### config.mk
export PLATFORM = sky130hd
export DESIGN_NAME = rv0_id_ex_stage_flat
export DESIGN_NICKNAME = d
export VERILOG_FILES = /design/src/rtl/rv0_id_ex_stage_if.sv /design/src/rtl/rv0_id_ex_stage.sv /design/src/flat_wrapper.sv
export SDC_FILE = /design/constraint.sdc
export NUM_CORES = 1
export LEC_CHECK = 0
export BUFFER_PORTS_ARGS = -buffer_cell sky130_fd_sc_hd__clkbuf_2
export CORE_ASPECT_RATIO = 0.9
export CORE_MARGIN = 10
export CORE_UTILIZATION = 59
export CTS_BUF_LIST = sky130_fd_sc_hd__clkbuf_8 sky130_fd_sc_hd__clkbuf_16
export DETAILED_ROUTE_END_ITERATION = 10
export PLACE_DENSITY_LB_ADDON = 0.2
export SLEW_MARGIN = 30
export SYNTH_ARGS = -nofsm -noshare
export SYNTH_HDL_FRONTEND = slang
export SYNTH_SLANG_ARGS = --single-unit
### constraint.sdc
create_clock -name clk_i -period 5.4 [get_ports clk_i]
set_input_delay 0.54 -clock clk_i [delete_from_list [all_inputs] [get_ports clk_i]]
set_output_delay 0.54 -clock clk_i [all_outputs]
set_load 0.01 [all_outputs]
### src/rtl/rv0_id_ex_stage_if.sv
// ID->EX stage bus: ID-side push handshake, WB forwarding feed, EX-side head output.
// Latency: none (wires only).
// Backpressure: id_ready_o / ex_ready_i carry the valid/ready handshakes.
// Ports (modport slave = the stage, master = its environment):
//   flush_i, id_valid_i/id_ready_o, id_insn_i, id_pc_i, id_rs1_data_i, id_rs2_data_i,
//   wb_we_i, wb_rd_i, wb_wdata_i, ex_valid_o/ex_ready_i, ex_insn_o, ex_pc_o,
//   ex_rdata1_o, ex_rdata2_o, ex_rs2_data_o
interface rv0_id_ex_stage_if #(
  parameter int XLEN = 32
);
  logic            flush_i;
  logic            id_valid_i;
  logic            id_ready_o;
  logic [31:0]     id_insn_i;
  logic [XLEN-1:0] id_pc_i;
  logic [XLEN-1:0] id_rs1_data_i;
  logic [XLEN-1:0] id_rs2_data_i;
  logic            wb_we_i;
  logic [4:0]      wb_rd_i;
  logic [XLEN-1:0] wb_wdata_i;
  logic            ex_valid_o;
  logic            ex_ready_i;
  logic [31:0]     ex_insn_o;
  logic [XLEN-1:0] ex_pc_o;
  logic [XLEN-1:0] ex_rdata1_o;
  logic [XLEN-1:0] ex_rdata2_o;
  logic [XLEN-1:0] ex_rs2_data_o;

  modport slave (
    input  flush_i, id_valid_i, id_insn_i, id_pc_i, id_rs1_data_i, id_rs2_data_i,
           wb_we_i, wb_rd_i, wb_wdata_i, ex_ready_i,
    output id_ready_o, ex_valid_o, ex_insn_o, ex_pc_o, ex_rdata1_o, ex_rdata2_o,
           ex_rs2_data_o
  );

  modport master (
    output flush_i, id_valid_i, id_insn_i, id_pc_i, id_rs1_data_i, id_rs2_data_i,
           wb_we_i, wb_rd_i, wb_wdata_i, ex_ready_i,
    input  id_ready_o, ex_valid_o, ex_insn_o, ex_pc_o, ex_rdata1_o, ex_rdata2_o,
           ex_rs2_data_o
  );
endinterface

### src/rtl/rv0_id_ex_stage.sv
// ID->EX boundary: 2-entry skid buffer with WB forwarding, ALU operand select on the head.
// Latency: 1 cycle from acceptance to ex_* (empty buffer); ex_* combinational from the head.
// Backpressure: id_ready_o low when 2 held (from registered count only); ex_ready_i pops head.
// Ports: clk_i, rst_i (sync, active-high), bus (rv0_id_ex_stage_if.slave, see interface file).
module rv0_id_ex_stage #(
  parameter int XLEN = 32
) (
  input  logic               clk_i,
  input  logic               rst_i,
  rv0_id_ex_stage_if.slave   bus
);

  localparam logic [6:0] OPC_LOAD   = 7'b0000011;
  localparam logic [6:0] OPC_OP_IMM = 7'b0010011;
  localparam logic [6:0] OPC_AUIPC  = 7'b0010111;
  localparam logic [6:0] OPC_STORE  = 7'b0100011;
  localparam logic [6:0] OPC_LUI    = 7'b0110111;
  localparam logic [6:0] OPC_JALR   = 7'b1100111;
  localparam logic [6:0] OPC_JAL    = 7'b1101111;

  typedef struct packed {
    logic [31:0]     insn;
    logic [XLEN-1:0] pc;
    logic [XLEN-1:0] rs1v;
    logic [XLEN-1:0] rs2v;
  } ent_t;

  ent_t       ent_q [2];
  ent_t       ent_d [2];
  logic       head_q, head_d;
  logic       tail_q, tail_d;
  logic [1:0] cnt_q, cnt_d;

  logic       id_ready;
  logic       ex_valid;
  logic       push;
  logic       pop;

  // x0 is hardwired zero, so a WB to rd=0 must never be forwarded.
  function automatic logic wb_hit(input logic we, input logic [4:0] rd, input logic [4:0] f);
    return we && (rd != 5'd0) && (rd == f);
  endfunction

  assign id_ready = (cnt_q != 2'd2) & ~rst_i;
  assign ex_valid = (cnt_q != 2'd0);
  assign push     = bus.id_valid_i & id_ready;
  assign pop      = ex_valid & bus.ex_ready_i;

  assign bus.id_ready_o = id_ready;
  assign bus.ex_valid_o = ex_valid;

  always_comb begin
    ent_d  = ent_q;
    head_d = head_q;
    tail_d = tail_q;
    cnt_d  = cnt_q;

    // Keep stalled operands current; the entry leaving this cycle needs no update.
    for (int i = 0; i < 2; i++) begin
      if (((cnt_q == 2'd2) || ((cnt_q == 2'd1) && (head_q == 1'(i)))) &&
          !(pop && (head_q == 1'(i)))) begin
        if (wb_hit(bus.wb_we_i, bus.wb_rd_i, ent_q[i].insn[19:15]))
          ent_d[i].rs1v = bus.wb_wdata_i;
        if (wb_hit(bus.wb_we_i, bus.wb_rd_i, ent_q[i].insn[24:20]))
          ent_d[i].rs2v = bus.wb_wdata_i;
      end
    end

    // The tail slot is never a live entry when push is allowed, so no overlap with above.
    if (push) begin
      ent_d[tail_q].insn = bus.id_insn_i;
      ent_d[tail_q].pc   = bus.id_pc_i;
      ent_d[tail_q].rs1v = wb_hit(bus.wb_we_i, bus.wb_rd_i, bus.id_insn_i[19:15]) ?
                           bus.wb_wdata_i : bus.id_rs1_data_i;
      ent_d[tail_q].rs2v = wb_hit(bus.wb_we_i, bus.wb_rd_i, bus.id_insn_i[24:20]) ?
                           bus.wb_wdata_i : bus.id_rs2_data_i;
      tail_d = ~tail_q;
    end

    if (pop) head_d = ~head_q;

    cnt_d = cnt_q + {1'b0, push} - {1'b0, pop};

    if (rst_i || bus.flush_i) begin
      head_d = 1'b0;
      tail_d = 1'b0;
      cnt_d  = 2'd0;
    end
  end

  always_ff @(posedge clk_i) begin
    if (rst_i) begin
      head_q <= 1'b0;
      tail_q <= 1'b0;
      cnt_q  <= 2'd0;
      for (int i = 0; i < 2; i++) ent_q[i] <= '0;
    end else begin
      head_q <= head_d;
      tail_q <= tail_d;
      cnt_q  <= cnt_d;
      for (int i = 0; i < 2; i++) ent_q[i] <= ent_d[i];
    end
  end

  // Head presentation with same-cycle WB bypass and ALU operand select.
  ent_t            hd;
  logic [XLEN-1:0] rs1f, rs2f;
  logic [XLEN-1:0] imm_i, imm_s, imm_u;

  always_comb begin
    hd    = ent_q[head_q];
    rs1f  = wb_hit(bus.wb_we_i, bus.wb_rd_i, hd.insn[19:15]) ? bus.wb_wdata_i : hd.rs1v;
    rs2f  = wb_hit(bus.wb_we_i, bus.wb_rd_i, hd.insn[24:20]) ? bus.wb_wdata_i : hd.rs2v;
    imm_i = {{(XLEN-12){hd.insn[31]}}, hd.insn[31:20]};
    imm_s = {{(XLEN-12){hd.insn[31]}}, hd.insn[31:25], hd.insn[11:7]};
    imm_u = {{(XLEN-32){hd.insn[31]}}, hd.insn[31:12], 12'b0};

    bus.ex_insn_o     = '0;
    bus.ex_pc_o       = '0;
    bus.ex_rdata1_o   = '0;
    bus.ex_rdata2_o   = '0;
    bus.ex_rs2_data_o = '0;

    if (ex_valid) begin
      bus.ex_insn_o     = hd.insn;
      bus.ex_pc_o       = hd.pc;
      bus.ex_rs2_data_o = rs2f;
      unique case (hd.insn[6:0])
        OPC_OP_IMM, OPC_LOAD: begin
          bus.ex_rdata1_o = rs1f;
          bus.ex_rdata2_o = imm_i;
        end
        OPC_STORE: begin
          bus.ex_rdata1_o = rs1f;
          bus.ex_rdata2_o = imm_s;
        end
        OPC_LUI: begin
          bus.ex_rdata1_o = '0;
          bus.ex_rdata2_o = imm_u;
        end
        OPC_AUIPC: begin
          bus.ex_rdata1_o = hd.pc;
          bus.ex_rdata2_o = imm_u;
        end
        // Link address pc+4 computed by the ALU's default add.
        OPC_JAL, OPC_JALR: begin
          bus.ex_rdata1_o = hd.pc;
          bus.ex_rdata2_o = XLEN'(4);
        end
        default: begin
          bus.ex_rdata1_o = rs1f;
          bus.ex_rdata2_o = rs2f;
        end
      endcase
    end
  end

endmodule

### src/flat_wrapper.sv
// flat-port wrapper written by rule: the top's interface ports become plain ports
module rv0_id_ex_stage_flat 
#(
  parameter int XLEN = 32
)
  (clk_i, rst_i, bus_flush_i, bus_id_valid_i, bus_id_insn_i, bus_id_pc_i, bus_id_rs1_data_i, bus_id_rs2_data_i, bus_wb_we_i, bus_wb_rd_i, bus_wb_wdata_i, bus_ex_ready_i, bus_id_ready_o, bus_ex_valid_o, bus_ex_insn_o, bus_ex_pc_o, bus_ex_rdata1_o, bus_ex_rdata2_o, bus_ex_rs2_data_o);
  rv0_id_ex_stage_if #(.XLEN(XLEN)) bus_i ();
  input  logic clk_i;
  input  logic rst_i;
  input wire logic [$bits(bus_i.flush_i)-1:0] bus_flush_i;
  input wire logic [$bits(bus_i.id_valid_i)-1:0] bus_id_valid_i;
  input wire logic [$bits(bus_i.id_insn_i)-1:0] bus_id_insn_i;
  input wire logic [$bits(bus_i.id_pc_i)-1:0] bus_id_pc_i;
  input wire logic [$bits(bus_i.id_rs1_data_i)-1:0] bus_id_rs1_data_i;
  input wire logic [$bits(bus_i.id_rs2_data_i)-1:0] bus_id_rs2_data_i;
  input wire logic [$bits(bus_i.wb_we_i)-1:0] bus_wb_we_i;
  input wire logic [$bits(bus_i.wb_rd_i)-1:0] bus_wb_rd_i;
  input wire logic [$bits(bus_i.wb_wdata_i)-1:0] bus_wb_wdata_i;
  input wire logic [$bits(bus_i.ex_ready_i)-1:0] bus_ex_ready_i;
  output wire logic [$bits(bus_i.id_ready_o)-1:0] bus_id_ready_o;
  output wire logic [$bits(bus_i.ex_valid_o)-1:0] bus_ex_valid_o;
  output wire logic [$bits(bus_i.ex_insn_o)-1:0] bus_ex_insn_o;
  output wire logic [$bits(bus_i.ex_pc_o)-1:0] bus_ex_pc_o;
  output wire logic [$bits(bus_i.ex_rdata1_o)-1:0] bus_ex_rdata1_o;
  output wire logic [$bits(bus_i.ex_rdata2_o)-1:0] bus_ex_rdata2_o;
  output wire logic [$bits(bus_i.ex_rs2_data_o)-1:0] bus_ex_rs2_data_o;
  assign bus_i.flush_i = bus_flush_i;
  assign bus_i.id_valid_i = bus_id_valid_i;
  assign bus_i.id_insn_i = bus_id_insn_i;
  assign bus_i.id_pc_i = bus_id_pc_i;
  assign bus_i.id_rs1_data_i = bus_id_rs1_data_i;
  assign bus_i.id_rs2_data_i = bus_id_rs2_data_i;
  assign bus_i.wb_we_i = bus_wb_we_i;
  assign bus_i.wb_rd_i = bus_wb_rd_i;
  assign bus_i.wb_wdata_i = bus_wb_wdata_i;
  assign bus_i.ex_ready_i = bus_ex_ready_i;
  assign bus_id_ready_o = bus_i.id_ready_o;
  assign bus_ex_valid_o = bus_i.ex_valid_o;
  assign bus_ex_insn_o = bus_i.ex_insn_o;
  assign bus_ex_pc_o = bus_i.ex_pc_o;
  assign bus_ex_rdata1_o = bus_i.ex_rdata1_o;
  assign bus_ex_rdata2_o = bus_i.ex_rdata2_o;
  assign bus_ex_rs2_data_o = bus_i.ex_rs2_data_o;
  rv0_id_ex_stage #(.XLEN(XLEN)) u_core (.clk_i(clk_i), .rst_i(rst_i), .bus(bus_i));
endmodule
==> impl_metrics.xml, run 1 <==
<?xml version="1.0" encoding="UTF-8"?>
<metrics>
  <group name="floorplan">
    <metric name="die_w" unit="um">184</metric>
    <metric name="floorplan.io_pins" unit="">333</metric>
    <metric name="placement_rows" unit="">53</metric>
    <metric name="die_area" unit="sq mm">0.0309</metric>
    <metric name="floorplan.initialDensity" unit="%">60.6</metric>
    <metric name="core_outline_area" unit="sq mm">0.0236</metric>
    <metric name="die_height" unit="um">168</metric>
  </group>
  <group name="final_layout">
    <metric name="areaGrowthSynthToFinish" unit="%">17.2</metric>
    <metric name="final_common_cell" unit="">clkbuf_2</metric>
    <metric name="drive_above_1_share" unit="%">23.6</metric>
    <metric name="layout.cells.most_common_list" unit="">331 x clkbuf_2, 318 x mux2i_1, 263 x nand2_1</metric>
    <metric name="finish.utilization" unit="%">71.0</metric>
    <metric name="final_net_count" unit="">2079</metric>
  </group>
  <group name="yosys">
    <metric name="synth.ff_latch_count" unit="">260</metric>
    <metric name="synth-main-ff-cell" unit="">dfxtp_1</metric>
    <metric name="portion_of_netlist_area_occupied_by_mux_cells" unit="%">24.8</metric>
    <metric name="main_combinational_cell_family_by_area_after_synthesis" unit="">multiplexers</metric>
    <metric name="synth-compound-area-share" unit="%">16.7</metric>
    <metric name="post_synthesis_adder_cell_area_fraction" unit="%">0.175</metric>
    <metric name="ys_warn_count" unit="">0</metric>
    <metric name="synth_top_area_share" unit="%">36.4</metric>
    <metric name="synth.net_count" unit="">1877</metric>
    <metric name="sequential_area_share_after_synthesis" unit="%">36.4</metric>
    <metric name="count_of_cell_types_in_the_netlist" unit="">53</metric>
    <metric name="synth-xor-area-share" unit="%">2.63</metric>
    <metric name="synthesis.instances" unit="">1704</metric>
    <metric name="post_synth_and_or_nand_nor_area_fraction" unit="%">13.2</metric>
    <metric name="synthesis.area" unit="sq mm">0.0143</metric>
    <metric name="synth_edf_count" unit="">0</metric>
    <metric name="async_flop_share" unit="%">0</metric>
    <metric name="synth_area_per_cell" unit="sq um">8.39</metric>
    <metric name="synth.area.top_cells" unit="">dfxtp_1 36%, mux2i_1 22%, a21oi_1 7.3%, nand2_1 6.9%, o22ai_1 5.8%</metric>
    <metric name="synth.largest_area_cell" unit="">dfxtp_1</metric>
  </group>
  <group name="sta">
    <metric name="timing.max_slew.rel_slack" unit="%">31.4</metric>
    <metric name="totalNegativeSetupSlack" unit="ns">0</metric>
    <metric name="period_share" unit="%">86.2</metric>
    <metric name="number_of_endpoints_failing_setup_at_the_final_stage" unit="">0</metric>
    <metric name="max_slew.worst_pin.slew" unit="ns">1.02</metric>
    <metric name="grt_setup_unrepaired" unit="">no</metric>
    <metric name="final_max_slew_viol_count" unit="">0</metric>
    <metric name="finalHoldViolCount" unit="">0</metric>
    <metric name="fin_worst_skew" unit="ns">0.00975</metric>
    <metric name="finalWorstSetupSlack" unit="ns">0.744</metric>
    <metric name="max_freq" unit="GHz">0.215</metric>
    <metric name="fin_crit" unit="ns">4.66</metric>
    <metric name="holdWs" unit="ns">0.219</metric>
  </group>
  <group name="worst_setup_path">
    <metric name="worst-endpoint-arrival" unit="ns">4.12</metric>
    <metric name="cpPeakStageDelay" unit="ns">0.74</metric>
    <metric name="maximum_fanout_along_the_worst_path" unit="">64</metric>
    <metric name="crit_required" unit="ns">4.86</metric>
    <metric name="critical_path.startpoint_type" unit="">flop</metric>
    <metric name="critical-path-slowest-cell" unit="">dfxtp_4</metric>
    <metric name="cp_most_frequent_cell" unit="">buf_4</metric>
    <metric name="end_kind" unit="">output pin</metric>
    <metric name="path_cells" unit="">buf_4 -&gt; mux2i_1 -&gt; xnor2_1 -&gt; nor4_1 -&gt; nand3_2 -&gt; buf_4 -&gt; nor3_1 -&gt; a311oi_1 -&gt; clkbuf_2</metric>
    <metric name="criticalPathCategory" unit="">reg -&gt; out</metric>
  </group>
  <group name="clocking">
    <metric name="insertion_delay" unit="ns">0.55</metric>
    <metric name="htreeDepth" unit="">1</metric>
    <metric name="max-clock-path-buffers" unit="">3</metric>
    <metric name="cts.repair_timing.setup_buffer_count" unit="">0</metric>
    <metric name="clk_pin_slew_worst_paths" unit="ns">0.06</metric>
    <metric name="cts_tree" unit="">built</metric>
    <metric name="cts_inserted_buffers" unit="">28</metric>
    <metric name="cts_sinks" unit="">260</metric>
    <metric name="cts_root_buffer" unit="">clkbuf_16</metric>
    <metric name="holdBufCountCts" unit="">0</metric>
    <metric name="postCtsResizedCells" unit="">0</metric>
  </group>
  <group name="placement">
    <metric name="pre_cts_ws" unit="ns">1.40</metric>
    <metric name="numPortBuffers" unit="">332</metric>
    <metric name="dpl.hpwl" unit="um">37100</metric>
    <metric name="gp_congestion" unit="">0.981</metric>
  </group>
  <group name="drt">
    <metric name="drtIter0Drc" unit="">1813</metric>
    <metric name="drt_wl_total" unit="um">53400</metric>
    <metric name="drt.antenna.violating_nets" unit="">0</metric>
    <metric name="detail_route.wl_per_cell" unit="um">23.9</metric>
    <metric name="via_count" unit="">14315</metric>
    <metric name="drt-pass1-iter-count" unit="">8</metric>
    <metric name="number_of_design_rule_violations_left_after_detail_routing" unit="">0</metric>
    <metric name="post_drt_via_cell_ratio" unit="">6.41</metric>
  </group>
  <group name="power">
    <metric name="power.density_cell_area" unit="mW/mm^2">276</metric>
    <metric name="ir_worst_vdd" unit="uV">293</metric>
    <metric name="power.leakage" unit="nW">6.18</metric>
  </group>
  <group name="grt">
    <metric name="gr_layer_usage_met3" unit="%">6.99</metric>
    <metric name="gr-max-usage-layer" unit="">met2</metric>
    <metric name="pin_count_of_the_biggest_net_entering_global_routing" unit="">107</metric>
    <metric name="grt_util_all_layers" unit="%">32.4</metric>
    <metric name="gr-usage-met2" unit="%">50.5</metric>
    <metric name="global_route_wire_length_before_repair" unit="um">80000</metric>
    <metric name="via_count_of_the_first_global_routing_pass" unit="">13671</metric>
    <metric name="grt.overflow.total" unit="">0</metric>
    <metric name="global_route.usage.met1" unit="%">41.3</metric>
    <metric name="number_of_antenna_violations_at_the_first_check_in_global_routing" unit="">1</metric>
  </group>
  <group name="run_status">
    <metric name="status" unit="">complete, no violations</metric>
  </group>
  <group name="job">
    <metric name="max_cap_violations" unit="">0</metric>
  </group>
  <group name="hold_path">
    <metric name="hold_path_class" unit="">in -&gt; reg</metric>
  </group>
</metrics>
[per-stage QoR]
step	area (sq um)	instances	total power (W)
final	16800	2232	0.00464
after detailed placement	15800	2178	0.00270
after CTS	16800	2230	0.00462
after floorplan	14300	1704	0.00245
after global routing	16800	2231	0.00477
after global placement	15800	2178	0.00269
[report_power, final]
part / internal (W) / switching, W / total, W
Sequential: 0.00199 / 0.0000471 / 0.00204
Combinational: 0.000226 / 0.000412 / 0.000638
Clock: 0.00115 / 0.000802 / 0.00196
Total: 0.00337 / 0.00126 / 0.00464
[synth_stat cells (3+ instances only)]
library cell and number:
nor2_1 102, o22ai_1 132, inv_1 16, xnor2_1 24, nor4_1 4, o2bb2ai_1 6
clkbuf_1 131, a311oi_1 32, nand3_1 7, buf_6 6, mux2i_1 318, dfxtp_1 260
buf_2 28, buf_1 9, mux2_2 32, buf_4 11, a21oi_1 208, xor2_1 19
o21ai_0 10, nor3_1 36, nor4b_1 3, nand2b_1 4, nand2_1 264, nor2b_1 3
[cell families after synthesis]
| family | Yosys count |
|---|---|
| fa+ha+maj | 2 |
| mux | 350 |
| buf+inv | 201 |
| compound gates | 404 |
| flops | 260 |
| simple gates | 444 |
| xor+xnor | 43 |
[area by class of cell]
type	count	area, sq um
multi-input cells	1243	8310
fillers	1923	6840
flip-flops and latches	260	5210
repair buffers	357	1860
clock buffers	33	769
well taps	302	378
clock inverters	19	171
inverters	16	60.1
diodes	2	5.00
[critical path, delay by kind of cell (launching register included)]
family | cells | cell delay, ns
AND/OR/NAND/NOR | 3 | 0.27
AO/OA/AOI/OAI | 1 | 0.41
multiplexers | 1 | 0.44
flip-flops | 1 | 0.74
XOR/XNOR | 1 | 0.17
buffers and inverters | 3 | 1.43
[path summary, 6_finish.rpt]
path / start / endpoint / slack (ns) / depth (start not counted)
max: u_core.head_q / bus_ex_rdata1_o[2] / 0.74 / 9
min: bus_flush_i / u_core.head_q / 0.22 / 2
max reg2reg: u_core.head_q / u_core.ent_q[141] / 1.43 / 7
min reg2reg: flop / flop / 0.45 / 2
[layer usage]
metal / vias to the layer above / part of all wire (%)
met5: - / 0
met4: 0 / 5.4
met3: 156 / 11
met2: 930 / 45
met1: 6758 / 39
li1: 6471 / -
Note: power is estimated with default switching activity, not from simulation.
==> run 2: changes to the inputs <==
--- a/config.mk
+++ b/config.mk
@@ -8,7 +8,7 @@
 export BUFFER_PORTS_ARGS = -buffer_cell sky130_fd_sc_hd__clkbuf_2
 export CORE_ASPECT_RATIO = 0.9
 export CORE_MARGIN = 10
-export CORE_UTILIZATION = 59
+export CORE_UTILIZATION = 40
 export CTS_BUF_LIST = sky130_fd_sc_hd__clkbuf_8 sky130_fd_sc_hd__clkbuf_16
 export DETAILED_ROUTE_END_ITERATION = 10
 export PLACE_DENSITY_LB_ADDON = 0.2
==> run 2 against run 1 <==
Largest power group unchanged. Sequential cell count stayed put. Clock power is 3% higher. Power increased by 1.5%. Global-route usage down 7.1 points. Highest routed layer is now met5. Clock skew is 0.0051 ns higher. Register-to-register slack improved by 0.94 ns. Largest cell class unchanged. Critical path depth increased by 2. Count of clock-buffer cells in the layout unchanged.
==> impl_metrics.xml, run 2 (synthesis gave the netlist of run 1 again) <==
<?xml version="1.0" encoding="UTF-8"?>
<metrics>
  <group name="worst_setup_path">
    <metric name="r2r_slack" unit="ns">2.37</metric>
    <metric name="reg2reg_from" unit="">u_core.head_q</metric>
    <metric name="critical_path.n_buffers_inverters" unit="">5</metric>
    <metric name="r2r_end" unit="">u_core.ent_q[171]</metric>
    <metric name="crit_required" unit="ns">4.86</metric>
    <metric name="cpPeakStageDelay" unit="ns">0.72</metric>
    <metric name="end_kind" unit="">output pin</metric>
    <metric name="critical-path-slowest-cell" unit="">buf_4</metric>
    <metric name="critical_path.startpoint_type" unit="">flop</metric>
    <metric name="worst_r2r_path_depth" unit="">7</metric>
    <metric name="path_cells" unit="">buf_4 -&gt; buf_4 -&gt; nand3_1 -&gt; o21ai_0 -&gt; o311a_2 -&gt; buf_4 -&gt; nor2_2 -&gt; buf_4 -&gt; a21oi_1 -&gt; a311oi_1 -&gt; clkbuf_2</metric>
    <metric name="maximum_fanout_along_the_worst_path" unit="">46</metric>
    <metric name="criticalPathCategory" unit="">reg -&gt; out</metric>
    <metric name="cp_most_frequent_cell" unit="">buf_4</metric>
    <metric name="critical-path-top-delay-family" unit="">buffers and inverters</metric>
    <metric name="worst-endpoint-arrival" unit="ns">4.51</metric>
  </group>
  <group name="drt">
    <metric name="drt-pass1-iter-count" unit="">5</metric>
    <metric name="drt.antenna.violating_nets" unit="">0</metric>
    <metric name="via_count" unit="">13809</metric>
    <metric name="drt_wl_total" unit="um">58200</metric>
    <metric name="detail_route.wl_per_cell" unit="um">24.2</metric>
    <metric name="drtIter0Drc" unit="">1358</metric>
    <metric name="post_drt_via_cell_ratio" unit="">5.75</metric>
    <metric name="number_of_design_rule_violations_left_after_detail_routing" unit="">0</metric>
  </group>
  <group name="power">
    <metric name="cell_internal_pwr" unit="W">0.00344</metric>
    <metric name="power.switching_fraction" unit="%">27.0</metric>
    <metric name="clock_power_share" unit="%">42.8</metric>
    <metric name="power.density_cell_area" unit="mW/mm^2">275</metric>
    <metric name="power.sequential.fraction" unit="%">43.3</metric>
    <metric name="combPwrFrac" unit="%">13.8</metric>
    <metric name="power.switching" unit="W">0.00127</metric>
    <metric name="power.leakage" unit="nW">6.22</metric>
    <metric name="ir_worst_vdd" unit="uV">248</metric>
  </group>
  <group name="hold_path">
    <metric name="holdPathEnd" unit="">u_core.head_q</metric>
    <metric name="hold_path_start" unit="">bus_flush_i</metric>
    <metric name="hold_path_class" unit="">in -&gt; reg</metric>
    <metric name="min_delay_path_depth" unit="">2</metric>
  </group>
  <group name="sta">
    <metric name="grt_setup_unrepaired" unit="">no</metric>
    <metric name="max_freq" unit="GHz">0.198</metric>
    <metric name="fin_crit" unit="ns">5.05</metric>
    <metric name="fin_worst_skew" unit="ns">0.0149</metric>
    <metric name="period_share" unit="%">93.5</metric>
    <metric name="finalHoldViolCount" unit="">0</metric>
    <metric name="final_max_slew_viol_count" unit="">0</metric>
    <metric name="timing.max_slew.rel_slack" unit="%">37.4</metric>
    <metric name="totalNegativeSetupSlack" unit="ns">0</metric>
    <metric name="max_slew.worst_pin.slew" unit="ns">0.936</metric>
    <metric name="number_of_endpoints_failing_setup_at_the_final_stage" unit="">0</metric>
  </group>
  <group name="floorplan">
    <metric name="floorplan.io_pins" unit="">333</metric>
    <metric name="core_outline_area" unit="sq mm">0.0352</metric>
    <metric name="die_w" unit="um">219</metric>
    <metric name="die_area" unit="sq mm">0.0437</metric>
    <metric name="die_height" unit="um">199</metric>
    <metric name="floorplan.initialDensity" unit="%">40.6</metric>
    <metric name="placement_rows" unit="">65</metric>
  </group>
  <group name="final_layout">
    <metric name="finish.utilization" unit="%">48.5</metric>
    <metric name="drive_above_1_share" unit="%">23.9</metric>
    <metric name="final_common_cell" unit="">clkbuf_2</metric>
    <metric name="final_net_count" unit="">2087</metric>
    <metric name="num-fill-cells" unit="">3451</metric>
    <metric name="areaGrowthSynthToFinish" unit="%">19.5</metric>
    <metric name="antenna_cells" unit="">0</metric>
    <metric name="seq_area" unit="sq mm">0.00521</metric>
    <metric name="multi_input_logic_area" unit="sq mm">0.00833</metric>
    <metric name="layout.cells.most_common_list" unit="">331 x clkbuf_2, 318 x mux2i_1, 263 x nand2_1</metric>
  </group>
  <group name="clocking">
    <metric name="holdBufCountCts" unit="">0</metric>
    <metric name="insertion_delay" unit="ns">0.55</metric>
    <metric name="cts.repair_timing.setup_buffer_count" unit="">0</metric>
    <metric name="cts_sinks" unit="">260</metric>
    <metric name="cts_root_buffer" unit="">clkbuf_16</metric>
    <metric name="cts_tree" unit="">built</metric>
    <metric name="cts_inserted_buffers" unit="">29</metric>
    <metric name="clk_pin_slew_worst_paths" unit="ns">0.06</metric>
    <metric name="postCtsResizedCells" unit="">0</metric>
    <metric name="max-clock-path-buffers" unit="">3</metric>
    <metric name="htreeDepth" unit="">1</metric>
  </group>
  <group name="grt">
    <metric name="grt_util_all_layers" unit="%">25.3</metric>
    <metric name="pin_count_of_the_biggest_net_entering_global_routing" unit="">99</metric>
    <metric name="via_count_of_the_first_global_routing_pass" unit="">13437</metric>
    <metric name="grt.overflow.total" unit="">0</metric>
    <metric name="number_of_antenna_violations_at_the_first_check_in_global_routing" unit="">1</metric>
    <metric name="global_route_wire_length_before_repair" unit="um">85400</metric>
  </group>
  <group name="run_status">
    <metric name="status" unit="">complete, no violations</metric>
  </group>
  <group name="placement">
    <metric name="gp_congestion" unit="">0.875</metric>
    <metric name="numPortBuffers" unit="">332</metric>
    <metric name="dpl.hpwl" unit="um">41500</metric>
  </group>
  <group name="job">
    <metric name="max_cap_violations" unit="">0</metric>
  </group>
</metrics>
## run 2: per-stage QoR
stage / area (sq um) / power, W / instances / setup slack, ns / hold slack (ns)
finish: 17100 / 0.00471 / 2403 / 0.351 / 0.219
global route: 17100 / 0.00487 / 2403 / 0.158 / 0.221
CTS: 17000 / 0.00473 / 2401 / 0.327 / 0.205
detailed placement: 16100 / 0.00272 / 2350 / 0.922 / 0.446
global placement: 16100 / 0.00271 / 2350 / 0.980 / 0.442
floorplan: 14300 / 0.00245 / 1704 / 2.46 / 0.436
## run 2: per-layer routing
layer | global-route usage, % | routed length, um | up-vias
met4 | 8.11 | 1880 | 2
met5 | 0 | 9 | -
li1 | - | - | 6462
met3 | 5.91 | 5300 | 84
met2 | 39.1 | 25700 | 625
met1 | 34.1 | 25300 | 6636
## run 2: worst register-to-register path: stages (launching register included)
cell     delay (ns)
dfxtp_4        0.69
buf_4          0.47
o21ai_0        0.18
a21o_1         0.25
nor4_4         0.28
buf_4          0.56
mux2i_1        0.35
o22ai_1        0.09
## run 2: power by group through the flow
| stage | Combinational [W] | Clock [W] | Sequential, W |
|---|---|---|---|
| final | 0.000652 | 0.00202 | 0.00204 |
| after global routing | 0.000699 | 0.00212 | 0.00205 |
| after CTS | 0.000640 | 0.00205 | 0.00204 |
| after detailed placement | 0.000637 | 0 | 0.00208 |
| after global placement | 0.000633 | 0 | 0.00208 |
| after floorplan | 0.000389 | 0 | 0.00207 |
## run 2: worst max path at each step
stage | startpoint | endpoint | cells after the start
after global placement | u_core.head_q | bus_ex_rdata1_o[30] | 11
after CTS | u_core.head_q | bus_ex_rdata1_o[31] | 11
after floorplan | bus_wb_rd_i[1] | bus_ex_rdata1_o[21] | 8
after detailed placement | u_core.head_q | bus_ex_rdata1_o[31] | 11
after global routing | u_core.head_q | bus_ex_rdata1_o[24] | 11
final | u_core.head_q | bus_ex_rdata1_o[31] | 11
## run 2: cell type report
class,count,area share [%]
clock buffers,33,4.57
clock inverters,18,1.07
inverters,16,0.351
multi-input cells,1243,48.7
flip-flops and latches,260,30.5
well taps,469,3.43
repair buffers,364,11.4
